## src/rtl/lane_deskew_auto.sv

```systemverilog
// Lane-to-lane deskew for the 128b/130b RX path: times each lane's alignment
// marker, derives per-lane delays and re-aligns data, count, sync and valid.
module lane_deskew_auto #(
    parameter int LANES    = 4,
    parameter int DATA_W   = 8,
    parameter int CNT_W    = 4,
    parameter int MAX_SKEW = 7,
    parameter int SEL_W    = $clog2(MAX_SKEW + 1)
) (
    input  logic                    RX_CLK,
    input  logic                    rst,
    input  logic                    Soft_RST_blocks,
    input  logic                    EN_LTSSM,
    input  logic                    GEN,
    input  logic                    deskew_req,
    input  logic [LANES*DATA_W-1:0] rx_data,
    input  logic [LANES*CNT_W-1:0]  rx_count,
    input  logic [LANES-1:0]        rx_sync,
    input  logic [LANES-1:0]        rx_valid,
    input  logic [LANES-1:0]        rx_marker,
    output logic [LANES*DATA_W-1:0] dsk_data,
    output logic [LANES*CNT_W-1:0]  dsk_count,
    output logic [LANES-1:0]        dsk_sync,
    output logic [LANES-1:0]        dsk_valid,
    output logic [LANES*SEL_W-1:0]  lane_delay,
    output logic                    deskew_done,
    output logic                    deskew_error
);
    localparam int W = DATA_W + CNT_W + 2;
    localparam logic [SEL_W-1:0] SKEW_MAX = SEL_W'(MAX_SKEW);

    typedef enum logic [1:0] {IDLE, SEARCH, ALIGNED, ERROR} state_t;

    state_t           state, state_nxt;
    logic             en;
    logic             start, complete, timeout;
    logic             age_run;
    logic [SEL_W-1:0] age, age_now, t_max;
    logic [LANES-1:0] seen, seen_nxt;
    logic [SEL_W-1:0] arrival [LANES];
    logic [SEL_W-1:0] dly     [LANES];

    assign en       = EN_LTSSM && GEN;
    // The age counter only runs once the first marker of a measurement shows up.
    assign age_now  = age_run ? age : '0;
    assign seen_nxt = seen | rx_marker;

    // NOTE: sequential state is written with non-blocking assignments so every
    // register samples the values from before the edge, independent of block order.
    always_ff @(posedge RX_CLK or negedge rst) begin
        if (!rst)                 state <= IDLE;
        else if (Soft_RST_blocks) state <= IDLE;
        else                      state <= state_nxt;
    end

    // NOTE: every signal of this block gets a default first, so no path leaves
    // one unassigned and no latch is inferred.
    always_comb begin
        state_nxt = state;
        start     = 1'b0;
        complete  = 1'b0;
        timeout   = 1'b0;
        if (!en) begin
            state_nxt = IDLE;
        end else begin
            case (state)
                IDLE, ALIGNED, ERROR: begin
                    if (deskew_req) begin
                        state_nxt = SEARCH;
                        start     = 1'b1;
                    end
                end
                SEARCH: begin
                    if (deskew_req) begin
                        start = 1'b1;
                    end else if (&seen) begin
                        state_nxt = ALIGNED;
                        complete  = 1'b1;
                    end else if (age_run && age_now == SKEW_MAX && !(&seen_nxt)) begin
                        state_nxt = ERROR;
                        timeout   = 1'b1;
                    end
                end
                default: state_nxt = IDLE;
            endcase
        end
    end

    always_comb begin
        t_max = '0;
        for (int i = 0; i < LANES; i++) begin
            if (arrival[i] > t_max) t_max = arrival[i];
        end
    end

    always_ff @(posedge RX_CLK or negedge rst) begin
        if (!rst) begin
            age_run      <= 1'b0;
            age          <= '0;
            seen         <= '0;
            deskew_done  <= 1'b0;
            deskew_error <= 1'b0;
            for (int i = 0; i < LANES; i++) begin
                arrival[i] <= '0;
                dly[i]     <= '0;
            end
        end else if (Soft_RST_blocks) begin
            age_run      <= 1'b0;
            age          <= '0;
            seen         <= '0;
            deskew_done  <= 1'b0;
            deskew_error <= 1'b0;
            for (int i = 0; i < LANES; i++) begin
                arrival[i] <= '0;
                dly[i]     <= '0;
            end
        end else if (!en) begin
            deskew_done  <= 1'b0;
            deskew_error <= 1'b0;
        end else if (start) begin
            age_run      <= 1'b0;
            age          <= '0;
            seen         <= '0;
            deskew_done  <= 1'b0;
            deskew_error <= 1'b0;
        end else if (complete) begin
            deskew_done <= 1'b1;
            for (int i = 0; i < LANES; i++) dly[i] <= t_max - arrival[i];
        end else if (timeout) begin
            deskew_error <= 1'b1;
        end else if (state == SEARCH) begin
            if (age_run || (|rx_marker)) begin
                age_run <= 1'b1;
                age     <= (age_now == SKEW_MAX) ? SKEW_MAX : age_now + 1'b1;
            end
            // Only the first marker per lane counts; simultaneous markers share age_now.
            for (int i = 0; i < LANES; i++) begin
                if (rx_marker[i] && !seen[i]) begin
                    seen[i]    <= 1'b1;
                    arrival[i] <= age_now;
                end
            end
        end
    end

    for (genvar g = 0; g < LANES; g++) begin : g_lane
        logic [W-1:0] in_word, out_word;
        logic [W-1:0] line [MAX_SKEW];

        assign in_word = {rx_data[g*DATA_W +: DATA_W], rx_count[g*CNT_W +: CNT_W],
                          rx_sync[g], rx_valid[g]};

        // NOTE: the delay line is a memory that is nonetheless reset, so no stale
        // symbol from before a reset can reach the outputs through a tap.
        always_ff @(posedge RX_CLK or negedge rst) begin
            if (!rst) begin
                for (int k = 0; k < MAX_SKEW; k++) line[k] <= '0;
            end else if (Soft_RST_blocks) begin
                for (int k = 0; k < MAX_SKEW; k++) line[k] <= '0;
            end else if (en) begin
                line[0] <= in_word;
                for (int k = 1; k < MAX_SKEW; k++) line[k] <= line[k-1];
            end
        end

        // Tap k is the input k cycles ago; tap 0 is the live input.
        always_comb begin
            out_word = in_word;
            if (en) begin
                for (int k = 1; k <= MAX_SKEW; k++) begin
                    if (dly[g] == SEL_W'(k)) out_word = line[k-1];
                end
            end
        end

        assign dsk_data[g*DATA_W +: DATA_W]  = out_word[W-1 -: DATA_W];
        assign dsk_count[g*CNT_W +: CNT_W]   = out_word[2 +: CNT_W];
        assign dsk_sync[g]                   = out_word[1];
        assign dsk_valid[g]                  = out_word[0];
        assign lane_delay[g*SEL_W +: SEL_W]  = dly[g];
    end

endmodule

```

## config.mk

```make
export PLATFORM = sky130hd
export DESIGN_NAME = lane_deskew_auto
export DESIGN_NICKNAME = d
export VERILOG_FILES = /design/src/rtl/lane_deskew_auto.sv
export SDC_FILE = /design/constraint.sdc
export NUM_CORES = 1
export LEC_CHECK = 0
export ABC_AREA = 1
export BUFFER_PORTS_ARGS = -buffer_cell sky130_fd_sc_hd__buf_2
export CAP_MARGIN = 20
export CORE_ASPECT_RATIO = 1.1
export CORE_UTILIZATION = 60
export CTS_BUF_LIST = sky130_fd_sc_hd__clkbuf_8
export DETAILED_ROUTE_END_ITERATION = 8
export PLACE_DENSITY = 0.89
export SYNTH_ARGS = -nofsm -noshare
export SYNTH_HDL_FRONTEND = slang
export SYNTH_SLANG_ARGS = --single-unit
```

## constraint.sdc

```tcl
create_clock -name RX_CLK -period 8.8 [get_ports RX_CLK]
set_input_delay 1.32 -clock RX_CLK [delete_from_list [all_inputs] [get_ports RX_CLK]]
set_output_delay 1.32 -clock RX_CLK [all_outputs]
set_load 0.05 [all_outputs]
```

==> run metrics, run 1 <==
status completed; final hold violation count 0; DP Cell Count 3058; largest net degree at the start of global routing 184; Die Ht 199 um; layout cells sized above 1 10.6%; DR vias 19300; power per cell area 182 nW/um2; CTS root buf clkbuf_8; Max Transition Viols Final 0; first-pass GRT wire length 90900 um; per-cell routed wire length 17.4 um; drt total wl 55600 um; endpoints failing setup 0; Crit Path Class flop to primary output; htree depth 3; sequential fraction of the synthesis area 50.8%; leakage 0.0112 uW; Worst Path Max Fanout 18; Starting DRT DRC Count 2275; Cell variety after synth 32; die area 35900 um2; FFs w/ async S/R, synth 100%; Slew headroom 20.8%; CP peak stage delay 0.80 ns; Reg-to-Reg Start arrival[8]$_DFFE_PN0P_; initial cell density of the core 61.3%; cell mode on critical path nand2_1; WP data required 7.48 ns; worst vdd ir 0.137 mV; slowest cell on the critical path dfrtp_1; Final Util 68.2%; TritonCTS Buffers 72; CTS Buffer Depth 3; post-route ant nets 0; RSZ-0062 raised after global routing no; clock-pin slew on the worst setup and hold paths 0.06 ns; Mapped Nets 2711; Final Critical Period 5.29 ns; CP arrival 3.97 ns; Tcrit/Tclk final 60.1%; Max Fclk 0.189 GHz; mapped cell area 21100 um2; share of the synthesized area in the top cell type 50.8%; CTS tree done; Remaining Overflow, GRT 0; HPWL after DPL 33300 um; Tot GR Track Use 31.0%; IO Port Bufs 135; synthesized flop and latch total 428; post-cts resize count 0; row count 71; Setup TNS Final 0 ns; CP Capture Type primary output; CP top delay family simple AND/OR/NAND/NOR gates; Horiz. Die Dim 181 um; initial antenna violation count 1; crit-path cells nand2_1 -> nor2_1 -> inv_1 -> o21ai_0 -> o21bai_1 -> nand2_1 -> nand2_1 -> nand2_1 -> o21ai_1 -> buf_2; wire length on met3 5040 um; Slew @ Worst Pin 1.19 ns; syn avg cell area 8.03 um2; yosys warns 0; most common cell in the synthesized netlist nand2_1; metal2 WL 26400 um; Synth Flop Type dfrtp_1; core box area 34400 um2; Critical Path Start lane_delay[3]$_DFFE_PN0P_; io pins 136; topmost layer with routed signal wires met4; Finished Layout Cells 3191; clock sink count 428; max cap viols 0; layout overhead on the synthesized area 11.2%; Post-synth top cells 566 x nand2_1, 510 x inv_1, 428 x dfrtp_1; Post-CTS Setup Bufs 0; Buffers & Inverters on Critical Path 2; Cells after Synth 2627; WL met1 21800 um; DR DRC count 0; worst min path class flop to flop; startpoint of the most critical hold path age[0]$_DFFE_PN0P_; vias per cell 6.03; clock skew 0.0339 ns; vias in the first global route 18700; Post-synth EDFFs 0; DR pass1 iterations 8; Synth area leader dfrtp_1; Critical Path Source Type flop; ranking of synthesized cells by area dfrtp_1 51%, o22ai_1 12%, nand2_1 10%; hold_buf cts 0; GPL Wtd Cong 0.910; Clock Latency Late Sink 0.61 ns; Final #Nets 2785
[state kept, by name, summed over array words and instances, names as in the netlist]
name,count
arrival,12
state,2
deskew_error,1
seen,4
lane_delay,12
age_run,1
age,3
g_lane.line,392
deskew_done,1
[power breakdown]
part           internal [uW]  total [uW]  switching (uW)
Sequential              1990        2010            13.1
Clock                    984        1800             820
Combinational            122         467             345
Total                   3100        4280            1180
[per-stage QoR]
step	hold slack, ns	area (um2)	power (uW)	setup WS, ns
after detailed placement	0.466	21800	2500	3.99
after floorplan	0.449	21100	2350	4.49
after global routing	0.530	23500	4430	3.33
final	0.483	23500	4280	3.51
after CTS	0.482	23300	4290	3.26
after global placement	0.468	21800	2490	4.14
[final timing paths]
kind                                             endpoint  slack, ns  depth (start not counted)
max in group asynchronous              age[1]$_DFFE_PN0P_       6.35                          2
max reg2reg                     lane_delay[8]$_DFFE_PN0P_       4.21                         23
min reg2reg                            age[0]$_DFFE_PN0P_       0.48                          2
min in group asynchronous  g_lane[0].line[18]$_DFFE_PN0P_       0.77                          1
min                                    age[0]$_DFFE_PN0P_       0.48                          2
max                                          dsk_data[14]       3.51                         10
[area by class of cell]
class / count / area (um2)
diodes: 1 / 2.50
clock buffers: 90 / 1240
clock inverters: 35 / 231
fillers: 2519 / 10900
inverters: 515 / 1950
multi-input cells: 1524 / 7780
flip-flops and latches: 428 / 10700
well taps: 438 / 548
repair buffers: 160 / 990
[worst reg2reg max path: cells and delay by family (launching register included)]
kind | cells | cell delay, ns
compound gates | 7 | 1.59
flops | 1 | 0.43
buf+inv | 1 | 0.07
fa+ha+maj | 4 | 1.32
simple gates | 10 | 0.95
xor+xnor | 1 | 0.21
[per-layer routing]
layer  track usage [%]  vias up
met1              40.5     9154
met3              5.33      181
met2              50.2     1076
li1                  -     8844
met5                 0        -
met4              16.1        0
[layout by cell type, fill, tap and decap left out, types with 2 or more instances in the layout]
cell,instances
nor3_2,3
bufinv_16,2
inv_1,528
o21ai_0,123
inv_8,3
fa_1,4
clkinvlp_4,5
nor2_2,4
o21bai_1,6
a31oi_1,4
o21ai_1,11
nor2_1,26
o211ai_1,26
nand3b_1,2
nand3_2,5
buf_16,5
clkbuf_8,90
xor2_1,3
or2_2,2
ha_1,14
dfrtp_1,428
nor3_4,4
nand3_1,101
a21oi_1,209
buf_2,134
a221oi_1,5
clkinv_2,7
buf_4,18
inv_2,3
nand2_1,565
nand4_1,12
o22ai_1,392
[logic make-up (layout without fill, tap and decap cells)]
| family | after synthesis | count (layout) | share of synthesized area [%] |
|---|---|---|---|
| AOI/OAI and AO/OA | 777 | 777 | 21.3 |
| xor gates and xnor gates | 3 | 3 | 0.125 |
| adders and majority gates | 18 | 18 | 1.21 |
| buffers and inverters | 675 | 800 | 12.3 |
| DFF | 428 | 428 | 50.8 |
| other | 0 | 1 | 0 |
| and+or+nand+nor | 726 | 726 | 14.3 |
Note: power is estimated with default switching activity, not from simulation.
==> run 2: changes to the inputs <==
clock period = 5.3 ns   (was 8.8 ns; I/O delays follow)
==> run 2 against run 1 <==
Hold slack got worse by 0.26 ns; register-to-register slack got worse by 3.6 ns; cell count rose by 0.13%; critical path depth rose by 14; largest power group unchanged; via count fell by 0.16%; utilization fell by 0.11 points; critical endpoint is now lane_delay[2]$_DFFE_PN0P_; clock skew rose by 0.0016 ns; die area did not move; routed wire length fell by 0.18%.
==> run metrics, run 2 (synthesis results as in run 1) <==
status completed; cell mode on critical path nand2_1; Clock power frac 40.4%; Die Ht 199 um; clock sink count 428; per-cell routed wire length 17.4 um; final hold violation count 0; overall power 6900 uW; Crit Path Class flop to flop; slowest cell on the critical path o21ai_0; vias per cell 6.02; IO Port Bufs 135; Fill cells 2567; Max Transition Viols Final 0; CTS tree done; CP peak stage delay 0.74 ns; max reg flops 392; Slew @ Worst Pin 0.998 ns; crit-path cells inv_1 -> ha_1 -> a21oi_1 -> nand2_1 -> nand2_1 -> o21ai_0 -> ha_1 -> nand2_1 -> nor2_1 -> nor2_1 -> a31o_2 -> nand2_1 -> o21ai_0 -> ha_1 -> nand2_1 -> o21ai_0 -> nand2_1 -> o21ai_0 -> fa_1 -> xor2_1 -> inv_1 -> o211ai_1 -> nand3_1 -> nand2_1; io pins 136; power per cell area 295 nW/um2; hold_buf cts 0; core box area 34400 um2; most common cell after layout, fill and taps aside nand2_1; DR DRC count 0; RSZ-0062 raised after global routing no; vias in the first global route 19000; first-pass GRT wire length 91400 um; Clock Latency Late Sink 0.61 ns; DR pass1 iterations 8; GPL Wtd Cong 0.867; post-cts resize count 0; Starting DRT DRC Count 1963; Setup TNS Final 0 ns; Horiz. Die Dim 181 um; Sequential Area 10700 um2; worst vdd ir 0.213 mV; htree depth 3; Largest Register g_lane.line; post-route ant nets 0; clock-pin slew on the worst setup and hold paths 0.06 ns; Critical Path Source Type flop; multi-input logic area 7780 um2; sw frac 28.0%; Worst Path Max Fanout 11; Max Fclk 0.212 GHz; P_int 4970 uW; endpoints failing setup 0; Post-CTS Setup Bufs 0; largest net degree at the start of global routing 167; TritonCTS Buffers 71; initial cell density of the core 61.3%; die area 35900 um2; CP Capture Type flop; Remaining Overflow, GRT 0; Final Critical Period 4.72 ns; initial antenna violation count 1; Seq pwr share 48.3%; Slew headroom 33.4%; Final Util 68.1%; DR vias 19200; row count 71; layout cells sized above 1 10.7%; leakage 0.0112 uW; CTS Buffer Depth 3; Switch Pwr 1930 uW; WP data required 5.85 ns; Tcrit/Tclk final 89.0%; Final #Nets 2794; logic gate share of total power 11.3%; clock skew 0.0355 ns; worst min path class input port to async pin; Tot GR Track Use 31.1%; max cap viols 0; most frequent cells in the layout 565 x nand2_1, 529 x inv_1, 428 x dfrtp_1; CP arrival 5.27 ns; drt total wl 55500 um; layout overhead on the synthesized area 11.1%; CTS root buf clkbuf_8; HPWL after DPL 33600 um
run 2: power groups by stage:
stage          Combinational (uW)  Sequential, uW  Clock (uW)
6_report                      783            3330        2790
4_1_cts                       774            3330        2810
3_5_place_dp                  766            3390           0
5_1_grt                       858            3330        2960
2_1_floorplan                 521            3380           0
3_3_place_gp                  747            3390           0
run 2: path summary, 6_finish.rpt:
kind                                              start                             end  slack [ns]  depth (start not counted)
worst min register to register       age[0]$_DFFE_PN0P_              age[0]$_DFFE_PN0P_        0.49                          2
worst max-delay path            arrival[11]$_DFFE_PN0P_       lane_delay[2]$_DFFE_PN0P_        0.58                         24
max in group asynchronous                           rst  g_lane[1].line[24]$_DFFE_PN0P_        3.90                          2
min in group RX_CLK                         rx_count[6]  g_lane[1].line[88]$_DFFE_PN0P_        0.47                          3
worst max register to register  arrival[11]$_DFFE_PN0P_       lane_delay[2]$_DFFE_PN0P_        0.58                         24
worst min-delay path                                rst   g_lane[2].line[0]$_DFFE_PN0P_        0.22                          1
run 2: worst max-delay path, delay by kind of cell, from the launching register on:
family | cells | cell delay (ns)
compound gates | 7 | 1.63
fa+ha+maj | 4 | 1.29
simple gates | 10 | 0.95
flops | 1 | 0.40
xor+xnor | 1 | 0.23
buf+inv | 2 | 0.14
run 2: layer usage:
metal,vias to the layer above,share of wire (%),GRT usage [%]
met5,-,0,0
met4,0,3.9,16.9
met3,186,8.1,4.80
met2,949,48,50.6
met1,9230,40,40.5
li1,8859,-,-
run 2: layout make-up:
| class | instances | area share [%] |
|---|---|---|
| Timing Repair Buffer | 170 | 4.62 |
| Inverter | 515 | 8.32 |
| Tap cell | 438 | 2.34 |
| Clock buffer | 85 | 5.00 |
| Antenna cell | 1 | 0.0107 |
| Clock inverter | 34 | 0.737 |
| Sequential cell | 428 | 45.7 |
| Multi-Input combinational cell | 1524 | 33.2 |
run 2: through the flow:
| stage | instance area [um2] | hold slack, ns | std cells | setup slack [ns] |
|---|---|---|---|---|
| 2_1_floorplan | 21100 | 0.449 | 2627 | 1.24 |
| 3_3_place_gp | 21900 | 0.468 | 3066 | 0.806 |
| 3_5_place_dp | 22000 | 0.475 | 3068 | 0.706 |
| 4_1_cts | 23300 | 0.228 | 3187 | 0.641 |
| 5_1_grt | 23400 | 0.272 | 3195 | 0.338 |
| 6_report | 23400 | 0.224 | 3195 | 0.581 |
